**src/rtl/pipeline_pkg.sv**
```systemverilog
// Shared types for the EX/MEM/WB pipeline register bank.
// Defines the writeback-source encoding and the per-stage payload struct.
package pipeline_pkg;

  localparam int unsigned DataW = 32;
  localparam int unsigned AddrW = 5;

  typedef enum logic [1:0] {
    ALU  = 2'b00,
    LOAD = 2'b01,
    PC4  = 2'b10
  } wb_sel_e;

  typedef struct packed {
    logic             valid;
    logic [AddrW-1:0] rd_addr;
    logic             rd_wren;
    wb_sel_e          wb_sel;
    logic             mem_req;
    logic [DataW-1:0] alu_result;
    logic [DataW-1:0] pc4;
  } stage_t;

endpackage

```
**src/rtl/pipe_stage_reg.sv**
```systemverilog
// One pipeline stage register holding a stage_t payload.
// Hold freezes the stage; flush loads an all-zero bubble.
module pipe_stage_reg
  import pipeline_pkg::*;
(
  input  logic   i_clk,
  input  logic   i_rst_n,
  input  logic   i_hold,
  input  logic   i_flush,
  input  stage_t i_d,
  output stage_t o_q
);

  stage_t q;

  always_ff @(posedge i_clk or negedge i_rst_n) begin
    if (!i_rst_n) begin
      q <= '0;
    end else if (i_hold) begin
      q <= q;
    end else if (i_flush) begin
      q <= '0;
    end else begin
      q <= i_d;
    end
  end

  assign o_q = q;

endmodule

```
**src/rtl/ex_mem_wb_pipe.sv**
```systemverilog
// EX/MEM and MEM/WB pipeline registers with LSU hold, flush, forwarding
// data selection and load-use hazard detection.
module ex_mem_wb_pipe
  import pipeline_pkg::*;
#(
  parameter int unsigned DW = DataW,  // must equal DataW; stage_t is sized by the package
  parameter int unsigned AW = AddrW
) (
  input  logic          i_clk,
  input  logic          i_rst_n,
  input  logic          i_ex_valid,
  input  logic [AW-1:0] i_ex_rd_addr,
  input  logic          i_ex_rd_wren,
  input  logic [1:0]    i_ex_wb_sel,
  input  logic          i_ex_mem_req,
  input  logic [DW-1:0] i_ex_alu_result,
  input  logic [DW-1:0] i_ex_pc4,
  input  logic          i_flush_ex,
  input  logic [AW-1:0] i_id_rs1_addr,
  input  logic [AW-1:0] i_id_rs2_addr,
  input  logic          i_lsu_ready,
  input  logic [DW-1:0] i_lsu_rdata,
  output logic [AW-1:0] o_mem_rd_addr,
  output logic [AW-1:0] o_wb_rd_addr,
  output logic          o_rd_wren_mem,
  output logic          o_rd_wren_wb,
  output logic [DW-1:0] o_mem_fwd_data,
  output logic [DW-1:0] o_wb_data,
  output logic          o_load_use_stall,
  output logic          o_pipe_hold
);

  stage_t          ex_d;
  stage_t          mem_q;
  stage_t          wb_q;
  logic [DW-1:0]   wb_rdata_q;
  logic            hold;
  logic            unused_wb_mem_req;

  always_comb begin
    ex_d            = '0;
    ex_d.valid      = i_ex_valid;
    ex_d.rd_addr    = i_ex_rd_addr;
    ex_d.rd_wren    = i_ex_rd_wren;
    ex_d.wb_sel     = wb_sel_e'(i_ex_wb_sel);
    ex_d.mem_req    = i_ex_mem_req;
    ex_d.alu_result = i_ex_alu_result;
    ex_d.pc4        = i_ex_pc4;
  end

  assign hold = mem_q.valid & mem_q.mem_req & ~i_lsu_ready;

  pipe_stage_reg u_ex_mem (
    .i_clk   (i_clk),
    .i_rst_n (i_rst_n),
    .i_hold  (hold),
    .i_flush (i_flush_ex),
    .i_d     (ex_d),
    .o_q     (mem_q)
  );

  pipe_stage_reg u_mem_wb (
    .i_clk   (i_clk),
    .i_rst_n (i_rst_n),
    .i_hold  (hold),
    .i_flush (1'b0),
    .i_d     (mem_q),
    .o_q     (wb_q)
  );

  // Any non-hold edge with a valid access is the completing edge, so rdata is taken there.
  always_ff @(posedge i_clk or negedge i_rst_n) begin
    if (!i_rst_n) begin
      wb_rdata_q <= '0;
    end else if (!hold) begin
      wb_rdata_q <= i_lsu_rdata;
    end
  end

  always_comb begin
    o_mem_fwd_data = mem_q.alu_result;
    if (mem_q.wb_sel == PC4) begin
      o_mem_fwd_data = mem_q.pc4;
    end
  end

  always_comb begin
    o_wb_data = wb_q.alu_result;
    case (wb_q.wb_sel)
      LOAD:    o_wb_data = wb_rdata_q;
      PC4:     o_wb_data = wb_q.pc4;
      default: o_wb_data = wb_q.alu_result;
    endcase
  end

  assign o_mem_rd_addr = mem_q.rd_addr;
  assign o_wb_rd_addr  = wb_q.rd_addr;
  assign o_rd_wren_mem = mem_q.valid & mem_q.rd_wren;
  assign o_rd_wren_wb  = wb_q.valid & wb_q.rd_wren;
  assign o_pipe_hold   = hold;

  assign o_load_use_stall = i_ex_valid & i_ex_rd_wren & (i_ex_wb_sel == LOAD)
                          & (i_ex_rd_addr != '0)
                          & ((i_ex_rd_addr == i_id_rs1_addr) | (i_ex_rd_addr == i_id_rs2_addr));

  assign unused_wb_mem_req = wb_q.mem_req;

endmodule

```
**config.mk**
```make
export PLATFORM = sky130hd
export DESIGN_NAME = ex_mem_wb_pipe
export DESIGN_NICKNAME = d
export VERILOG_FILES = /design/src/rtl/pipeline_pkg.sv /design/src/rtl/pipe_stage_reg.sv /design/src/rtl/ex_mem_wb_pipe.sv
export SDC_FILE = /design/constraint.sdc
export NUM_CORES = 1
export LEC_CHECK = 0
export BUFFER_PORTS_ARGS = -buffer_cell sky130_fd_sc_hd__buf_2
export CAP_MARGIN = 20
export CORE_MARGIN = 2
export CORE_UTILIZATION = 40
export CTS_CLUSTER_SIZE = 20
export DETAILED_ROUTE_END_ITERATION = 10
export MAX_ROUTING_LAYER = met4
export SLEW_MARGIN = 10
export SYNTH_ARGS = -nofsm -noshare
export SYNTH_HDL_FRONTEND = slang
export SYNTH_SLANG_ARGS = --single-unit
```
**constraint.sdc**
```tcl
create_clock -name i_clk -period 2.4 [get_ports i_clk]
set_input_delay 0.12 -clock i_clk [delete_from_list [all_inputs] [get_ports i_clk]]
set_output_delay 0.12 -clock i_clk [all_outputs]
set_load 0.02 [all_outputs]
```
==> results.rst, run 1 <==
.. list-table::
   :header-rows: 1

   * - Metric
     - Value
   * - Status
     - finished clean
   * - Switching portion of total power
     - 0.268
   * - Die W
     - 148 um
   * - Hold_buf cts
     - 107
   * - Category of the worst setup path capture point
     - output pin
   * - Total CTS buffers
     - 17
   * - Nets in the synthesized netlist
     - 1,062
   * - Cell taking the most area after synthesis
     - sky130_fd_sc_hd__dfrtp_1
   * - Main area contributors after synthesis
     - sky130_fd_sc_hd__dfrtp_1, sky130_fd_sc_hd__nand2_1, sky130_fd_sc_hd__nand3b_1
   * - Pleak
     - 5.80 nW
   * - Initial antenna violation count
     - 2
   * - Vias per cell
     - 4.69
   * - Overall routing resource usage
     - 0.213
   * - Worst Path Arrival
     - 2.04 ns
   * - Commonest non-fill, non-tap cell in the layout
     - sky130_fd_sc_hd__nand2_1
   * - Number of distinct library cells after synthesis
     - 24
   * - Power share of the combinational group
     - 0.155
   * - Total of max-cap violations
     - 0
   * - HPWL after DPL
     - 13.7 mm
   * - First-pass GRT wire length
     - 36.3 mm
   * - Clk root buf
     - sky130_fd_sc_hd__clkbuf_16
   * - Final count of pins violating max slew
     - 0
   * - Sequential-to-total area share from yosys stat
     - 0.539
   * - Cell row count
     - 52
   * - Number of top-level pins
     - 198
   * - Largest fanout of any net on the critical path
     - 15
   * - Number of I/O port buffers
     - 197
   * - Internal power
     - 5.30 mW
   * - Synth top area share
     - 0.539
   * - Die Footprint
     - 22,000 um2
   * - Class of the worst hold path
     - input port to flop
   * - Sum Neg Setup Slack
     - 0 ns
   * - Worst-path clk slew
     - 0.07 ns
   * - Clock tree from TritonCTS
     - built
   * - H-tree levels
     - 4
   * - Overall via count from detail_route
     - 6,999
   * - Synthesized area divided by synthesized cell count
     - 8.85 um2
   * - Setup repair after global routing missed its margin
     - no
   * - Initial drt markers
     - 376
   * - Detailed-route wire length per cell
     - 14.8 um
   * - Std-Cell Core Area
     - 20,300 um2
   * - Post-cts gate resize count
     - 0
   * - #FFs+latches synth
     - 179
   * - Clock latency of the later-clocked register in the worst-skew pair
     - 0.42 ns
   * - Clock sink count
     - 179
   * - Post-synthesis to final-layout area growth
     - 33.2%
   * - Crit path launch type
     - flop
   * - Net switching power
     - 1.94 mW
   * - Fraction of the cycle the final worst path needs
     - 0.900
   * - Highest-count cells in the layout ignoring fill and taps
     - sky130_fd_sc_hd__nand2_1, sky130_fd_sc_hd__buf_2, sky130_fd_sc_hd__dfrtp_1
   * - Number of warnings issued by yosys
     - 0
   * - Detailed-route wire length
     - 22.2 mm
   * - Largest net degree at the start of global routing
     - 181
   * - Total global routing overflow
     - 0
   * - Residual antenna-violating net count after detailed routing
     - 0
   * - Total iterations of the first detailed-routing run
     - 7
   * - Global placer's final weighted congestion
     - 0.797
   * - Remaining routing DRC violations
     - 0
   * - Final min period
     - 2.16 ns
   * - Worst-Margin Slew
     - 0.798 ns
   * - Crit path required time
     - 2.28 ns
   * - Chip Height
     - 148 um
   * - Pwr Density
     - 654 nW/um2
   * - Worst clock skew
     - 0.0115 ns
   * - Ratio of cells with drive above 1 in the final layout
     - 0.225
   * - Maximum operating frequency
     - 463 MHz
   * - Via count of the first global-routing pass
     - 7,065
   * - Total of endpoints with negative setup slack in the final report
     - 0
   * - Bufs on Longest Clock Path
     - 2
   * - Total Power
     - 7.24 mW
   * - Post-synthesis instance area
     - 8320 um2
   * - Power share of the sequential group
     - 0.461
   * - Kind of critical path
     - flop to output pin
   * - Hold Fails Final Rpt
     - 0
   * - Post-CTS Setup Repair Bufs
     - 0
   * - Final net count
     - 1,330
   * - Clock power share
     - 0.384
   * - Worst VDD drop
     - 438 uV
   * - Post-synthesis cell count
     - 940
   * - Worst-case headroom to the max-slew limit
     - 0.468
   * - Initial core utilization
     - 0.410
## worst max-delay path: stages, from the launching register on
cell	delay, ns
sky130_fd_sc_hd__dfrtp_1	0.38
sky130_fd_sc_hd__inv_1	0.07
sky130_fd_sc_hd__ha_2	0.40
sky130_fd_sc_hd__buf_4	0.26
sky130_fd_sc_hd__a22oi_1	0.08
sky130_fd_sc_hd__o21ai_0	0.22
sky130_fd_sc_hd__buf_2	0.21
## cell usage after synthesis
cell                       number
sky130_fd_sc_hd__a221oi_2       1
sky130_fd_sc_hd__xnor2_1        4
sky130_fd_sc_hd__nor2_1         1
sky130_fd_sc_hd__and2_1         2
sky130_fd_sc_hd__inv_1          5
sky130_fd_sc_hd__clkbuf_1      25
sky130_fd_sc_hd__inv_4          1
sky130_fd_sc_hd__buf_2         17
sky130_fd_sc_hd__nor3_1         3
sky130_fd_sc_hd__ha_1           2
sky130_fd_sc_hd__nand3b_1      73
sky130_fd_sc_hd__nand3_1        2
sky130_fd_sc_hd__mux2_2        24
sky130_fd_sc_hd__nor2b_1        1
sky130_fd_sc_hd__dfrtp_1      179
sky130_fd_sc_hd__xor2_1         6
sky130_fd_sc_hd__o21ai_0       36
sky130_fd_sc_hd__buf_6         15
sky130_fd_sc_hd__buf_4         17
sky130_fd_sc_hd__nand2_1      484
sky130_fd_sc_hd__mux2_1         8
sky130_fd_sc_hd__o31a_1         1
sky130_fd_sc_hd__a22oi_1       32
sky130_fd_sc_hd__nand4b_1       1
## state kept, by name, summed over array words and instances, names as in the netlist
signal	flops
u_ex_mem.o_q	74
wb_rdata_q	32
u_mem_wb.o_q	73
## final timing paths
kind                                                   start                           end  slack (ns)  depth (start not counted)
min in group asynchronous                            i_rst_n   u_ex_mem.o_q[3]$_DFFE_PN0N_        0.21                          2
worst max register to register  u_ex_mem.o_q[73]$_DFFE_PN0N_  u_ex_mem.o_q[16]$_DFFE_PN0N_        0.69                          4
max in group asynchronous                            i_rst_n    wb_rdata_q[26]$_DFFE_PN0N_        1.43                          3
worst max-delay path            u_mem_wb.o_q[66]$_DFFE_PN0N_                 o_wb_data[23]        0.24                          6
worst min register to register  u_mem_wb.o_q[71]$_DFFE_PN0N_  u_mem_wb.o_q[71]$_DFFE_PN0N_        0.46                          2
worst min-delay path                         i_ex_rd_addr[4]  u_ex_mem.o_q[72]$_DFFE_PN0N_        0.05                          3
## cell families after synthesis
| family | after synthesis | share of synthesized area |
|---|---|---|
| simple gates | 567 | 0.291 |
| flops | 179 | 0.539 |
| buf+inv | 80 | 0.0602 |
| compound gates | 70 | 0.0534 |
| mux | 32 | 0.0433 |
| xor+xnor | 10 | 0.0105 |
| fa+ha+maj | 2 | 0.00301 |
## power by group through the flow
| stage | sequential [mW] | combinational (mW) | clock (mW) |
|---|---|---|---|
| floorplan | 3.35 | 0.601 | 0 |
| global placement | 3.39 | 0.988 | 0 |
| detailed placement | 3.39 | 1.00 | 0 |
| CTS | 3.33 | 1.14 | 2.86 |
| global route | 3.36 | 1.25 | 2.99 |
| finish | 3.34 | 1.13 | 2.78 |
## per-layer routing
layer,track usage,routed length [um],up-vias,part of all wire
li1,-,-,3534,-
met1,0.287,10400,3289,0.47
met2,0.337,10700,162,0.48
met4,0.0557,246,0,0.011
met3,0.0377,852,14,0.038
met5,-,0,-,0
## layout make-up
class / count / area, um2
inverter: 6 / 25.0
antenna: 2 / 5.00
clock buffer: 21 / 460
fill: 1887 / 9220
multi-input combinational: 681 / 3350
clock inverter: 11 / 129
sequential: 179 / 4480
timing repair buffer: 323 / 2290
tap: 270 / 338
## metrics by stage
step | area, um2 | setup slack, ns | instances | util | hold slack (ns)
after floorplan | 8320 | 0.761 | 940 | - | -0.176
after global placement | 9420 | 0.689 | 1352 | 0.464 | 0.100
after detailed placement | 9420 | 0.660 | 1352 | 0.464 | 0.100
after CTS | 11100 | 0.212 | 1491 | 0.546 | 0.0121
after global routing | 11100 | 0.0540 | 1493 | 0.546 | 0.0479
final | 11100 | 0.239 | 1493 | 0.546 | 0.0480
(Power assumes the default switching activity.)
==> inputs of run 2 (changes only) <==
--- a/config.mk
+++ b/config.mk
@@ -5,6 +5,7 @@
 export SDC_FILE = /design/constraint.sdc
 export NUM_CORES = 1
 export LEC_CHECK = 0
+export ABC_AREA = 1
 export BUFFER_PORTS_ARGS = -buffer_cell sky130_fd_sc_hd__buf_2
 export CAP_MARGIN = 20
 export CORE_MARGIN = 2
@@ -12,6 +13,8 @@
 export CTS_CLUSTER_SIZE = 20
 export DETAILED_ROUTE_END_ITERATION = 10
 export MAX_ROUTING_LAYER = met4
+export PLACE_DENSITY = 0.65
+export REMOVE_ABC_BUFFERS = 1
 export SLEW_MARGIN = 10
 export SYNTH_ARGS = -nofsm -noshare
 export SYNTH_HDL_FRONTEND = slang
==> run 2 against run 1 <==
  * Critical path depth is 1 lower
  * Synthesized area is 3.1% higher
  * Utilization is 1.2 points lower
  * Setup slack worse by 0.0087 ns
  * Total power is 1.6% higher
  * Routed wire length is 1.6% lower
  * Clock skew is 0.0022 ns higher
  * Register-to-register slack worse by 0.27 ns
  * Final cell count is 4.0% higher
  * Synthesized cell count is 6.6% higher
  * Maximum frequency is 0.40% lower
  * First-iteration DRC count is 15% higher
==> results.rst, run 2 <==
.. list-table::
   :header-rows: 1

   * - Metric
     - Value
   * - Via count of the first global-routing pass
     - 7,226 (+2.3%)
   * - Total of max-cap violations
     - 0 (unchanged)
   * - Fraction of the mapped netlist area in adder cells
     - 0.00292 (-0.0000917)
   * - Number of warnings issued by yosys
     - 0 (unchanged)
   * - Total of endpoints with negative setup slack in the final report
     - 0 (unchanged)
   * - Vias per cell
     - 4.72 (+0.67%)
   * - Ratio of cells with drive above 1 in the final layout
     - 0.246 (+0.0205)
   * - Post-synthesis to final-layout area growth
     - 30.8%
   * - Post-synthesis instance area
     - 8580 um2 (+3.1%)
   * - Worst-Margin Slew
     - 0.725 ns (-0.0732 ns)
   * - Total CTS buffers
     - 17 (unchanged)
   * - Post-synthesis simple-gate area fraction
     - 0.172 (-0.119)
   * - Pwr Density
     - 656 nW/um2 (+0.32%)
   * - Fraction of the cycle the final worst path needs
     - 0.904 (+0.00364)
   * - Area fraction in compound gates after synthesis
     - 0.171 (+0.118)
   * - Main area contributors after synthesis
     - sky130_fd_sc_hd__dfrtp_1, sky130_fd_sc_hd__nand2_1, sky130_fd_sc_hd__o21ai_2
   * - H-tree levels
     - 4 (unchanged)
   * - Setup repair after global routing missed its margin
     - no
   * - Origin of the critical flop-to-flop path
     - u_ex_mem.o_q[73]$_DFFE_PN0N_
   * - Total global routing overflow
     - 0 (unchanged)
   * - Capturing instance or port of the critical path
     - o_mem_fwd_data[23]
   * - Count of antenna diodes in the layout
     - 0 (-2)
   * - Cell row count
     - 53 (+1.9%)
   * - Clk root buf
     - sky130_fd_sc_hd__clkbuf_16
   * - Synth Area in XOR/XNOR
     - 0.00306 (-0.00747)
   * - Synth top area share
     - 0.522 (-0.0164)
   * - Number of flip-flops in the largest register
     - 74 (unchanged)
   * - Die Footprint
     - 22,600 um2 (+3.1%)
   * - Largest family of logic cells by synthesized area
     - simple AND/OR/NAND/NOR gates
   * - Most used flip-flop cell after synthesis
     - sky130_fd_sc_hd__dfrtp_1
   * - Synth async-reset ratio
     - 1.00 (unchanged)
   * - Residual antenna-violating net count after detailed routing
     - 0 (unchanged)
   * - Worst-case headroom to the max-slew limit
     - 0.517 (+0.0488)
   * - Start point of the critical path
     - u_ex_mem.o_q[65]$_DFFE_PN0N_
   * - Detailed-route wire length
     - 21.8 mm (-1.6%)
   * - Maximum operating frequency
     - 461 MHz (-0.40%)
   * - Synthesized area divided by synthesized cell count
     - 8.56 um2 (-3.2%)
   * - Kind of critical path
     - flop to output pin
   * - Hold_buf cts
     - 106 (-0.93%)
   * - Largest fanout of any net on the critical path
     - 27 (+12)
   * - Number of distinct library cells after synthesis
     - 24 (unchanged)
   * - Cell taking the most area after synthesis
     - sky130_fd_sc_hd__dfrtp_1
   * - Overall routing resource usage
     - 0.203 (-0.0102)
   * - Number of I/O port buffers
     - 197 (unchanged)
   * - Status
     - finished clean
   * - First-pass GRT wire length
     - 35.1 mm (-3.3%)
   * - Commonest cells in the synthesized netlist
     - sky130_fd_sc_hd__nand2_1, sky130_fd_sc_hd__dfrtp_1, sky130_fd_sc_hd__inv_1
   * - Final min period
     - 2.17 ns (+0.00873 ns)
   * - Hold Fails Final Rpt
     - 0 (unchanged)
   * - Initial drt markers
     - 434 (+15%)
   * - Std-Cell Core Area
     - 21,000 um2 (+3.6%)
   * - Class of the worst hold path
     - input port to flop
   * - Number of cells on the worst reg-to-reg path
     - 4 (unchanged)
   * - Chip Height
     - 150 um (+1.5%)
   * - Final count of pins violating max slew
     - 0 (unchanged)
   * - Number of flops mapped to enable cells by yosys
     - 0 (unchanged)
   * - Number of top-level pins
     - 198 (unchanged)
   * - HPWL after DPL
     - 13.4 mm (-2.1%)
   * - Die W
     - 150 um (+1.5%)
   * - Bufs on Longest Clock Path
     - 2 (unchanged)
   * - Critical R2R Capture
     - u_ex_mem.o_q[73]$_DFFE_PN0N_
   * - Initial antenna violation count
     - 0 (-2)
   * - Crit path required time
     - 2.28 ns (about the same)
   * - Worst Path Arrival
     - 2.05 ns (about the same)
   * - Crit path launch type
     - flop
   * - Post-cts gate resize count
     - 0 (unchanged)
   * - Worst hold slack
     - 0.0218 ns (-0.0262 ns)
   * - Total iterations of the first detailed-routing run
     - 5 (-2)
   * - Initial core utilization
     - 0.408 (-0.00163)
   * - #FFs+latches synth
     - 179 (unchanged)
   * - Setup slack of the worst register-to-register path
     - 0.42 ns (-0.27 ns)
   * - Detailed-route wire length per cell
     - 14.0 um (-5.4%)
   * - Total Power
     - 7.36 mW (+1.6%)
   * - Post-CTS Setup Repair Bufs
     - 0 (unchanged)
   * - Fillers
     - 1,987 (+5.3%)
   * - Most common cell in the netlist
     - sky130_fd_sc_hd__nand2_1
   * - Clock tree from TritonCTS
     - built
   * - Worst VDD drop
     - 521 uV (+19%)
   * - Sequential-to-total area share from yosys stat
     - 0.522 (-0.0164)
   * - Category of the worst setup path capture point
     - output pin
   * - Multiplexer fraction of the synthesized cell area
     - 0 (-0.0433)
   * - Pleak
     - 5.77 nW (-0.55%)
   * - Remaining routing DRC violations
     - 0 (unchanged)
   * - Commonest non-fill, non-tap cell in the layout
     - sky130_fd_sc_hd__nand2_1
   * - Clock sink count
     - 179 (unchanged)
   * - Worst-path clk slew
     - 0.08 ns (about the same)
   * - Final net count
     - 1,387 (+4.3%)
   * - Global placer's final weighted congestion
     - 0.768 (-3.7%)
   * - Worst clock skew
     - 0.0137 ns (+0.00218 ns)
   * - Post-synthesis cell count
     - 1,002 (+6.6%)
   * - Highest-count cells in the layout ignoring fill and taps
     - sky130_fd_sc_hd__nand2_1, sky130_fd_sc_hd__buf_2, sky130_fd_sc_hd__dfrtp_1
   * - Largest net degree at the start of global routing
     - 165 (-8.8%)
   * - Clock latency of the later-clocked register in the worst-skew pair
     - 0.43 ns (about the same)
   * - Overall via count from detail_route
     - 7,329 (+4.7%)
[run 2: cells by family after synthesis]
| family | count (synthesis) |
|---|---|
| xor gates and xnor gates | 3 |
| and+or+nand+nor | 363 |
| adders and majority gates | 2 |
| buffers and inverters | 222 |
| DFF | 179 |
| AOI/OAI and AO/OA | 233 |
[run 2: how the worst min path moves through the flow]
stage,from,end,cells after the start
final,i_ex_rd_addr[1],u_ex_mem.o_q[69]$_DFFE_PN0N_,3
after global routing,i_ex_rd_addr[1],u_ex_mem.o_q[69]$_DFFE_PN0N_,3
after CTS,i_ex_rd_addr[0],u_ex_mem.o_q[68]$_DFFE_PN0N_,3
after detailed placement,i_rst_n,u_ex_mem.o_q[29]$_DFFE_PN0N_,1
after global placement,i_rst_n,wb_rdata_q[29]$_DFFE_PN0N_,1
after floorplan,i_rst_n,u_ex_mem.o_q[0]$_DFFE_PN0N_,0
[run 2: area by class of cell]
cell class              count  area, um2  area share
clock inverters            12        144      0.0128
clock buffers              20        457      0.0407
repair buffers            317       2250       0.200
multi-input cells         601       2990       0.267
inverters                 149        559      0.0498
flip-flops and latches    179       4480       0.399
well taps                 275        344      0.0307
[run 2: critical path: stages, from the launching register on]
cell and delay (ns):
sky130_fd_sc_hd__dfrtp_1 0.38, sky130_fd_sc_hd__inv_1 0.11, sky130_fd_sc_hd__nand2_2 0.38, sky130_fd_sc_hd__buf_4 0.36, sky130_fd_sc_hd__o21ai_0 0.19, sky130_fd_sc_hd__buf_2 0.20
[run 2: per-stage QoR]
step           worst slack [ns]  area, um2  utilization  TNS [ns]  cells
3_5_place_dp              0.707       9560        0.455         0   1415
4_1_cts                   0.239      11200        0.534         0   1553
2_1_floorplan             -1.65       8030            -   -158.13    929
5_1_grt                  0.0733      11200        0.534         0   1553
3_3_place_gp              0.766       9560        0.455         0   1415
6_report                  0.231      11200        0.534         0   1553
[run 2: report_power, final]
part           switching (mW)  leakage, nW  internal (mW)
registers              0.0852         2.27           3.21
clock network            1.23        0.290           1.61
logic                   0.744         3.21          0.481
total                    2.06         5.77           5.30
[run 2: per-layer routing]
| metal | vias to the layer above | global-route usage | wire length [um] |
|---|---|---|---|
| met3 | 23 | 0.0418 | 1080 |
| met2 | 172 | 0.321 | 10200 |
| li1 | 3698 | - | - |
| met5 | - | - | 0 |
| met1 | 3436 | 0.270 | 10300 |
| met4 | 0 | 0.0500 | 293 |
